--- src/rtl/fir_serial_mac_if.sv ---
// fir_serial_mac_if: sample-in / result-out handshake bundle
// plus the packed coefficient bus for the serial FIR MAC core.
interface fir_serial_mac_if #(
   parameter int NTAPS = 4,
   parameter int DW    = 8,
   parameter int CW    = 8,
   parameter int AW    = DW + CW + $clog2(NTAPS)
);
   logic [NTAPS*CW-1:0] coeffs;
   logic                in_valid;
   logic                in_ready;
   logic [DW-1:0]       in_data;
   logic                out_valid;
   logic                out_ready;
   logic [AW-1:0]       out_data;

   modport master (
      output coeffs,
      output in_valid,
      output in_data,
      output out_ready,
      input  in_ready,
      input  out_valid,
      input  out_data
   );

   modport slave (
      input  coeffs,
      input  in_valid,
      input  in_data,
      input  out_ready,
      output in_ready,
      output out_valid,
      output out_data
   );
endinterface

--- src/rtl/fir_serial_mac.sv ---
// fir_serial_mac: time-multiplexed FIR, one multiplier,
// NTAPS-cycle serial MAC with valid/ready on both sides.
module fir_serial_mac #(
   parameter int NTAPS = 4,
   parameter int DW    = 8,
   parameter int CW    = 8,
   parameter int AW    = DW + CW + $clog2(NTAPS)
) (
   input logic             clk,
   input logic             rst,
   fir_serial_mac_if.slave bus
);
   localparam int          IW   = $clog2(NTAPS);
   localparam int          PW   = DW + CW;
   localparam logic [IW-1:0] LAST = IW'(NTAPS - 1);

   typedef enum logic [1:0] {
      IDLE = 2'd0,
      MAC  = 2'd1,
      OUT  = 2'd2
   } state_t;

   state_t                 state;
   logic signed [DW-1:0]   x [NTAPS];
   logic signed [AW-1:0]   acc;
   logic [IW-1:0]          idx;
   logic                   out_valid_q;
   logic                   shift_en;

   logic signed [DW-1:0]   x_sel;
   logic signed [CW-1:0]   c_sel;
   logic signed [PW-1:0]   x_ext;
   logic signed [PW-1:0]   c_ext;
   logic signed [PW-1:0]   prod;
   logic signed [AW-1:0]   prod_ext;

   // Sample accept only in IDLE; reset forces in_ready low.
   assign shift_en      = (state == IDLE) && bus.in_valid;
   assign bus.in_ready  = (state == IDLE) && rst;
   assign bus.out_valid = out_valid_q;
   assign bus.out_data  = acc;

   // Select the current tap and form the full-width signed product.
   always_comb begin
      x_sel    = x[idx];
      c_sel    = bus.coeffs[idx*CW +: CW];
      x_ext    = PW'(x_sel);
      c_ext    = PW'(c_sel);
      prod     = x_ext * c_ext;
      prod_ext = {{(AW-PW){prod[PW-1]}}, prod};
   end

   // Delay line: enable-gated shift on an accepted sample.
   always_ff @(posedge clk or negedge rst) begin
      if (!rst) begin
         for (int k = 0; k < NTAPS; k++) x[k] <= '0;
      end else if (shift_en) begin
         x[0] <= bus.in_data;
         for (int k = 1; k < NTAPS; k++) x[k] <= x[k-1];
      end
   end

   // Control FSM with accumulator, tap index and registered out_valid.
   always_ff @(posedge clk or negedge rst) begin
      if (!rst) begin
         state       <= IDLE;
         acc         <= '0;
         idx         <= '0;
         out_valid_q <= 1'b0;
      end else begin
         unique case (state)
            IDLE: begin
               if (bus.in_valid) begin
                  acc   <= '0;
                  idx   <= '0;
                  state <= MAC;
               end
            end
            MAC: begin
               acc <= acc + prod_ext;
               idx <= idx + 1'b1;
               if (idx == LAST) begin
                  state       <= OUT;
                  out_valid_q <= 1'b1;
               end
            end
            OUT: begin
               if (bus.out_ready) begin
                  state       <= IDLE;
                  out_valid_q <= 1'b0;
               end
            end
            default: begin
               state       <= IDLE;
               out_valid_q <= 1'b0;
            end
         endcase
      end
   end
endmodule

--- src/flat_wrapper.sv ---
// flat-port wrapper written by rule: the top's interface ports become plain ports
module fir_serial_mac_flat 
#(
   parameter int NTAPS = 4,
   parameter int DW    = 8,
   parameter int CW    = 8,
   parameter int AW    = DW + CW + $clog2(NTAPS)
)
  (clk, rst, bus_coeffs, bus_in_valid, bus_in_data, bus_out_ready, bus_in_ready, bus_out_valid, bus_out_data);
  fir_serial_mac_if #(.NTAPS(NTAPS), .DW(DW), .CW(CW), .AW(AW)) bus_i ();
  input logic clk;
  input logic rst;
  input wire logic [$bits(bus_i.coeffs)-1:0] bus_coeffs;
  input wire logic [$bits(bus_i.in_valid)-1:0] bus_in_valid;
  input wire logic [$bits(bus_i.in_data)-1:0] bus_in_data;
  input wire logic [$bits(bus_i.out_ready)-1:0] bus_out_ready;
  output wire logic [$bits(bus_i.in_ready)-1:0] bus_in_ready;
  output wire logic [$bits(bus_i.out_valid)-1:0] bus_out_valid;
  output wire logic [$bits(bus_i.out_data)-1:0] bus_out_data;
  assign bus_i.coeffs = bus_coeffs;
  assign bus_i.in_valid = bus_in_valid;
  assign bus_i.in_data = bus_in_data;
  assign bus_i.out_ready = bus_out_ready;
  assign bus_in_ready = bus_i.in_ready;
  assign bus_out_valid = bus_i.out_valid;
  assign bus_out_data = bus_i.out_data;
  fir_serial_mac #(.NTAPS(NTAPS), .DW(DW), .CW(CW), .AW(AW)) u_core (.clk(clk), .rst(rst), .bus(bus_i));
endmodule
--- config.mk ---
export PLATFORM = sky130hd
export DESIGN_NAME = fir_serial_mac_flat
export DESIGN_NICKNAME = d
export VERILOG_FILES = /design/src/rtl/fir_serial_mac_if.sv /design/src/rtl/fir_serial_mac.sv /design/src/flat_wrapper.sv
export SDC_FILE = /design/constraint.sdc
export NUM_CORES = 1
export LEC_CHECK = 0
export ABC_AREA = 1
export BUFFER_PORTS_ARGS = -buffer_cell sky130_fd_sc_hd__buf_4
export CAP_MARGIN = 5
export CORE_UTILIZATION = 45
export DETAILED_ROUTE_END_ITERATION = 16
export GPL_TIMING_DRIVEN = 0
export HOLD_SLACK_MARGIN = 0.03
export PLACE_DENSITY_LB_ADDON = 0.2
export SYNTH_ARGS = -nofsm -noshare
export SYNTH_HDL_FRONTEND = slang
export SYNTH_SLANG_ARGS = --single-unit
export TNS_END_PERCENT = 5
--- constraint.sdc ---
create_clock -name clk -period 9.6 [get_ports clk]
set_input_delay 0.48 -clock clk [delete_from_list [all_inputs] [get_ports clk]]
set_output_delay 0.48 -clock clk [all_outputs]
set_load 0.02 [all_outputs]
# After elaboration in Yosys (flattened, before gate mapping)
# Cells that the tools add are included.
dict set report totals {
  out_inout_bits 20
  wordCells 42
  reg_bits 55
  inputBits 44
}
dict set report classes {
  n_eq_ne 6
  bitwise_logic 2
  n_mux 14
  n_mul 1
  addsub 2
  n_lt_le_gt_ge 1
  n_shift 1
  reduce_logical 7
}
# op count
set ops {}
lappend ops {{$pmux W18 S2} 1}
lappend ops {{$shiftx A32 B6 Y8} 1}
lappend ops {{$add A18 B16 Y18} 1}
lappend ops {{$mux W18} 1}
lappend ops {{$bmux W8 S2} 1}
lappend ops {{$mul A8 B8 Y16} 1}
lappend ops {{$mux W8} 2}
lappend ops {{$mux W2} 4}
lappend ops {{$pmux W2 S3} 1}
lappend ops {{$reduce_and A3 Y1} 2}
lappend ops {{$eq A2 B2 Y1 const B} 2}
lappend ops {{$ne A2 B2 Y1 const B} 2}
lappend ops {{$pmux W2 S2} 1}
lappend ops {{$ge A3 B3 Y1 const B} 1}
lappend ops {{$not A2 Y3} 1}
lappend ops {{$pmux W1 S3} 1}
lappend ops {{$add A2 B1 Y2 const B} 1}
lappend ops {{$eq A2 B1 Y1 const B} 1}
lappend ops {{$logic_and A1 B1 Y1} 2}
lappend ops {{$logic_not A2 Y1} 1}
lappend ops {{$mux W1} 2}
lappend ops {{$ne A2 B1 Y1 const B} 1}
lappend ops {{$reduce_and A2 Y1} 1}
lappend ops {{$reduce_bool A2 Y1} 1}
lappend ops {{$not A1 Y1} 1}

# Depth between registers and ports, before layout
dict set report depth {
  word_depth 7
  depth_mapped 27
  ltp_nobuf 25
}

# Worst setup path after synthesis
# No wires, ideal clock.
dict set report synth_path {
  path_type {register to register}
  start {register u_core.idx[1]}
  end {register u_core.acc[17] (netlist: u_core.bus.out_data[17])}
  path_stages_with_launch 25
  slack_ns 4.357
  n_path_buf 1
  setup_ns 0.118
  period_less_slack_ns 5.243
  arrival_ns 5.125
  cell_sequence {dfrtp_1 -> inv_2 -> buf_6 -> a21oi_1 -> a32oi_4 -> inv_2 -> nor2_2 -> inv_2 -> fa_1 -> inv_1 -> fa_1 -> fa_1 -> fa_1 -> fa_1 -> ha_1 -> nand2_1 -> inv_1 -> nand2_1 -> nand2_1 -> nor2_1 -> nor2_1 -> nor2_1 -> nand3_1 -> nand3_1 -> nand2_1}
}
dict set report synth_via {
  elab_chain_cells 7
  elab_cells_between_ends 8
  classes_between {add/sub (1); mul (1); shift (1); mux (4); bitwise (1)}
}
# item line_no
set synth_lines {}
lappend synth_lines {{from (decl)} fir_serial_mac.sv:26} ;# logic [IW-1:0] idx;
lappend synth_lines {{from (signal assigned)} fir_serial_mac.sv:81} ;# idx <= idx + 1'b1;
lappend synth_lines {{parallel branches: the longest is 4 deep, another holds $shiftx A32 B6 Y8} n/a}
lappend synth_lines {{$mul A8 B8 Y16 *} fir_serial_mac.sv:49} ;# prod = x_ext * c_ext;
lappend synth_lines {{$add A18 B16 Y18 *} fir_serial_mac.sv:80} ;# acc <= acc + prod_ext;
lappend synth_lines {{$pmux W18 S2 *} fir_serial_mac.sv:71} ;# unique case (state)
lappend synth_lines {{to (signal assigned)} fir_serial_mac.sv:80}
lappend synth_lines {{to (decl)} fir_serial_mac.sv:25} ;# logic signed [AW-1:0] acc;
# Mark *: on every way between the ends. The select of a mux whose other input is x is not followed.
# A chain may end at the register's enable or synchronous reset.

# Worst setup path after layout
# Ends and elaborated chain as after synthesis.

==> results.py <==
metrics = {
    "placement": {
        "gp_congestion": 0.898,
        "postPlaceCellArea_um2": 6820,
        "io_buffer_count": 63,
        "dp_hpwl_mm": 12.0,
        "place_inst": 984,
    },
    "layout": {
        "final-instance-count-excl-fill": 992,
        "fillers": 1279,
        "diodes": 0,
        "drive_gt1_frac": 0.161,
        "design_area_um2": 6960,
        "layout_common_cells": "213 x nand2_1, 123 x inv_1, 80 x fa_1",
        "syn_to_final_growth_pct": 13.7,
        "final_common_cell": "nand2_1",
        "nets": 982,
    },
    "setup_path": {
        "startpoint_type": "register",
        "cp_slowest_stage_delay_ns": 0.65,
        "cp.required_ns": 9.80,
        "endpoint_kind": "register",
        "cp_cell_sequence": "inv_2, buf_6, a21oi_1, a32oi_4, inv_2, nor2_2, inv_2, fa_1, inv_1, fa_1, fa_1, fa_1, fa_1, ha_1, nand2_1, inv_1, nand2_1, nand2_1, nor2_1, nor2_1, nor2_1, nand3_1, nand3_1, nand2_1",
        "path_class": "reg -> reg",
        "worst_ep_arrival_time_ns": 6.21,
        "path_common_cell": "fa_1",
        "cp_slowest_cell": "nor2_2",
        "cp_max_fo": 11,
    },
    "timing": {
        "tightestPinTransition_ns": 1.05,
        "fin_skew_ns": 0.0109,
        "slew-limit-headroom": 0.300,
        "setup-tns-final_ns": 0,
        "hold_viol_final": 0,
        "rsz0062_at_grt": "false",
        "slew_violations": 0,
        "min_period_over_period": 0.626,
        "fin_crit_ns": 6.01,
        "timing.fmax_ghz": 0.166,
        "whs_ns": 0.225,
        "setup-violations-final": 0,
    },
    "routing": {
        "first_iter_violations": 266,
        "firstDrtPassIters": 5,
        "vias": 5001,
        "routed_via_density": 5.04,
        "wire_per_inst_um": 14.6,
        "routed_wirelength_mm": 14.4,
        "ant_nets": 0,
        "drcViolationCount": 0,
    },
    "floorplan": {
        "die_w_um": 119,
        "ios": 64,
        "rows": 42,
        "die_y_um": 119,
        "initial_core_util": 0.462,
        "fp.dieArea_um2": 14100,
        "coreArea_um2": 13200,
    },
    "yosys": {
        "synthFlopType": "dfrtp_1",
        "synthAdderAreaFrac": 0.349,
        "ys_ff_latch": 55,
        "synth_top_family_by_area": "adder cells",
        "synth_mux_area_frac": 0,
        "netlist_area_um2": 6120,
        "syn_nets": 912,
        "synth_compound_area_frac": 0.110,
        "synth_edf_count": 0,
        "synthSimpleGateAreaFrac": 0.200,
        "async_flop_share": 1.00,
        "syn_inst": 745,
        "yosysUniqueCellTypes": 35,
        "ys_seq_area_frac": 0.225,
        "synthXorXnorAreaFrac": 0.00429,
        "synth.avg_cell_area_um2": 8.22,
        "ys_warn_count": 0,
    },
    "clock_tree": {
        "cts_made_buffers": 5,
        "clk_path_buf_depth": 2,
        "cts-root-buf": "clkbuf_16",
        "cts.clk_slew.worst_paths_ns": 0.07,
        "htreeDepth": 2,
        "cts_hold_buf": 0,
        "cts_setup_buffers": 0,
        "cts_resized": 0,
        "clkLatencyLatePin_ns": 0.32,
        "clock_sinks": 55,
        "tritoncts": "done",
    },
    "grt": {
        "globalRouteTotalUtil": 0.228,
        "grt-ovfl-total": 0,
        "grt_pass1_vias": 5277,
        "antenna_found_initial": 0,
        "grt_max_degree": 57,
        "grt_pass1_wl_mm": 25.5,
    },
    "job": {
        "maxCapViolations": 0,
    },
    "run_status": {
        "status": "complete, no violations",
    },
    "worst_hold_path": {
        "hp-class": "in -> async",
    },
}
==> registers in the layout (all words and copies together) (netlist names) <==
name,cells
u_core.idx,2
u_core.bus.out_valid,1
u_core.bus.out_data,18
u_core.state,2
u_core.x,32
==> worst paths after layout <==
| path | start | endpoint | slack, ns | cells past startpoint |
|---|---|---|---|---|
| setup reg to reg | u_core.idx[1]$_DFFE_PN0P_ | u_core.bus.out_data[17]$_DFFE_PN0P_ | 3.59 | 24 |
| setup / recovery | u_core.idx[1]$_DFFE_PN0P_ | u_core.bus.out_data[17]$_DFFE_PN0P_ | 3.59 | 24 |
| max in group asynchronous | rst | u_core.bus.out_data[16]$_DFFE_PN0P_ | 8.90 | 1 |
| hold reg to reg | u_core.x[1]$_DFFE_PN0P_ | u_core.x[1]$_DFFE_PN0P_ | 0.49 | 2 |
| min in group clk | bus_in_data[0] | u_core.x[24]$_DFFE_PN0P_ | 0.37 | 3 |
| hold / removal | rst | u_core.x[24]$_DFFE_PN0P_ | 0.23 | 1 |
==> routing by layer <==
layer,vias up,wire length [um],track usage
met3,19,721,0.0396
met2,137,7000,0.384
met4,0,221,0.0538
met1,2419,6500,0.305
li1,2426,-,-
met5,-,0,0
==> worst max-delay path, delay by kind of cell (launching register included) <==
family / cells / cell delay [ns]
flops: 1 / 0.44
buf+inv: 6 / 0.54
fa+ha+maj: 6 / 2.89
simple gates: 10 / 1.62
compound gates: 2 / 0.40
==> per-stage QoR <==
step	utilization	setup WS [ns]
floorplan	-	4.36
global placement	0.515	3.68
detailed placement	0.515	3.60
CTS	0.526	3.56
global route	0.526	3.18
finish	0.526	3.59
==> logic make-up after synthesis <==
logic type	count (synthesis)
compound gates	89
xor+xnor	3
fa+ha+maj	123
buf+inv	165
flops	55
simple gates	310
==> layout make-up <==
cell class | instances | area (um2) | area share
Clock buffer | 5 | 125 | 0.0180
Sequential cell | 55 | 1380 | 0.198
Buffer | 18 | 130 | 0.0187
Timing Repair Buffer | 63 | 473 | 0.0679
Multi-Input combinational cell | 525 | 4060 | 0.583
Clock inverter | 3 | 22.5 | 0.00323
Tap cell | 176 | 220 | 0.0316
Inverter | 147 | 554 | 0.0796
==> cell usage after synthesis (all sizes together), types with 3 or more instances <==
cell,count,area [um2]
a21oi,25,125
a32oi,15,282
buf,15,119
clkbuf,3,11.3
dfrtp,55,1380
fa,80,1600
ha,43,538
inv,147,554
nand2,214,806
nand3,17,85.1
nor2,72,293
nor3,3,15.0
o21ai,40,200
o22ai,3,18.8
Power is not shown: default switching activity piles up to over one toggle a cycle in this logic, so the estimate is an artifact.
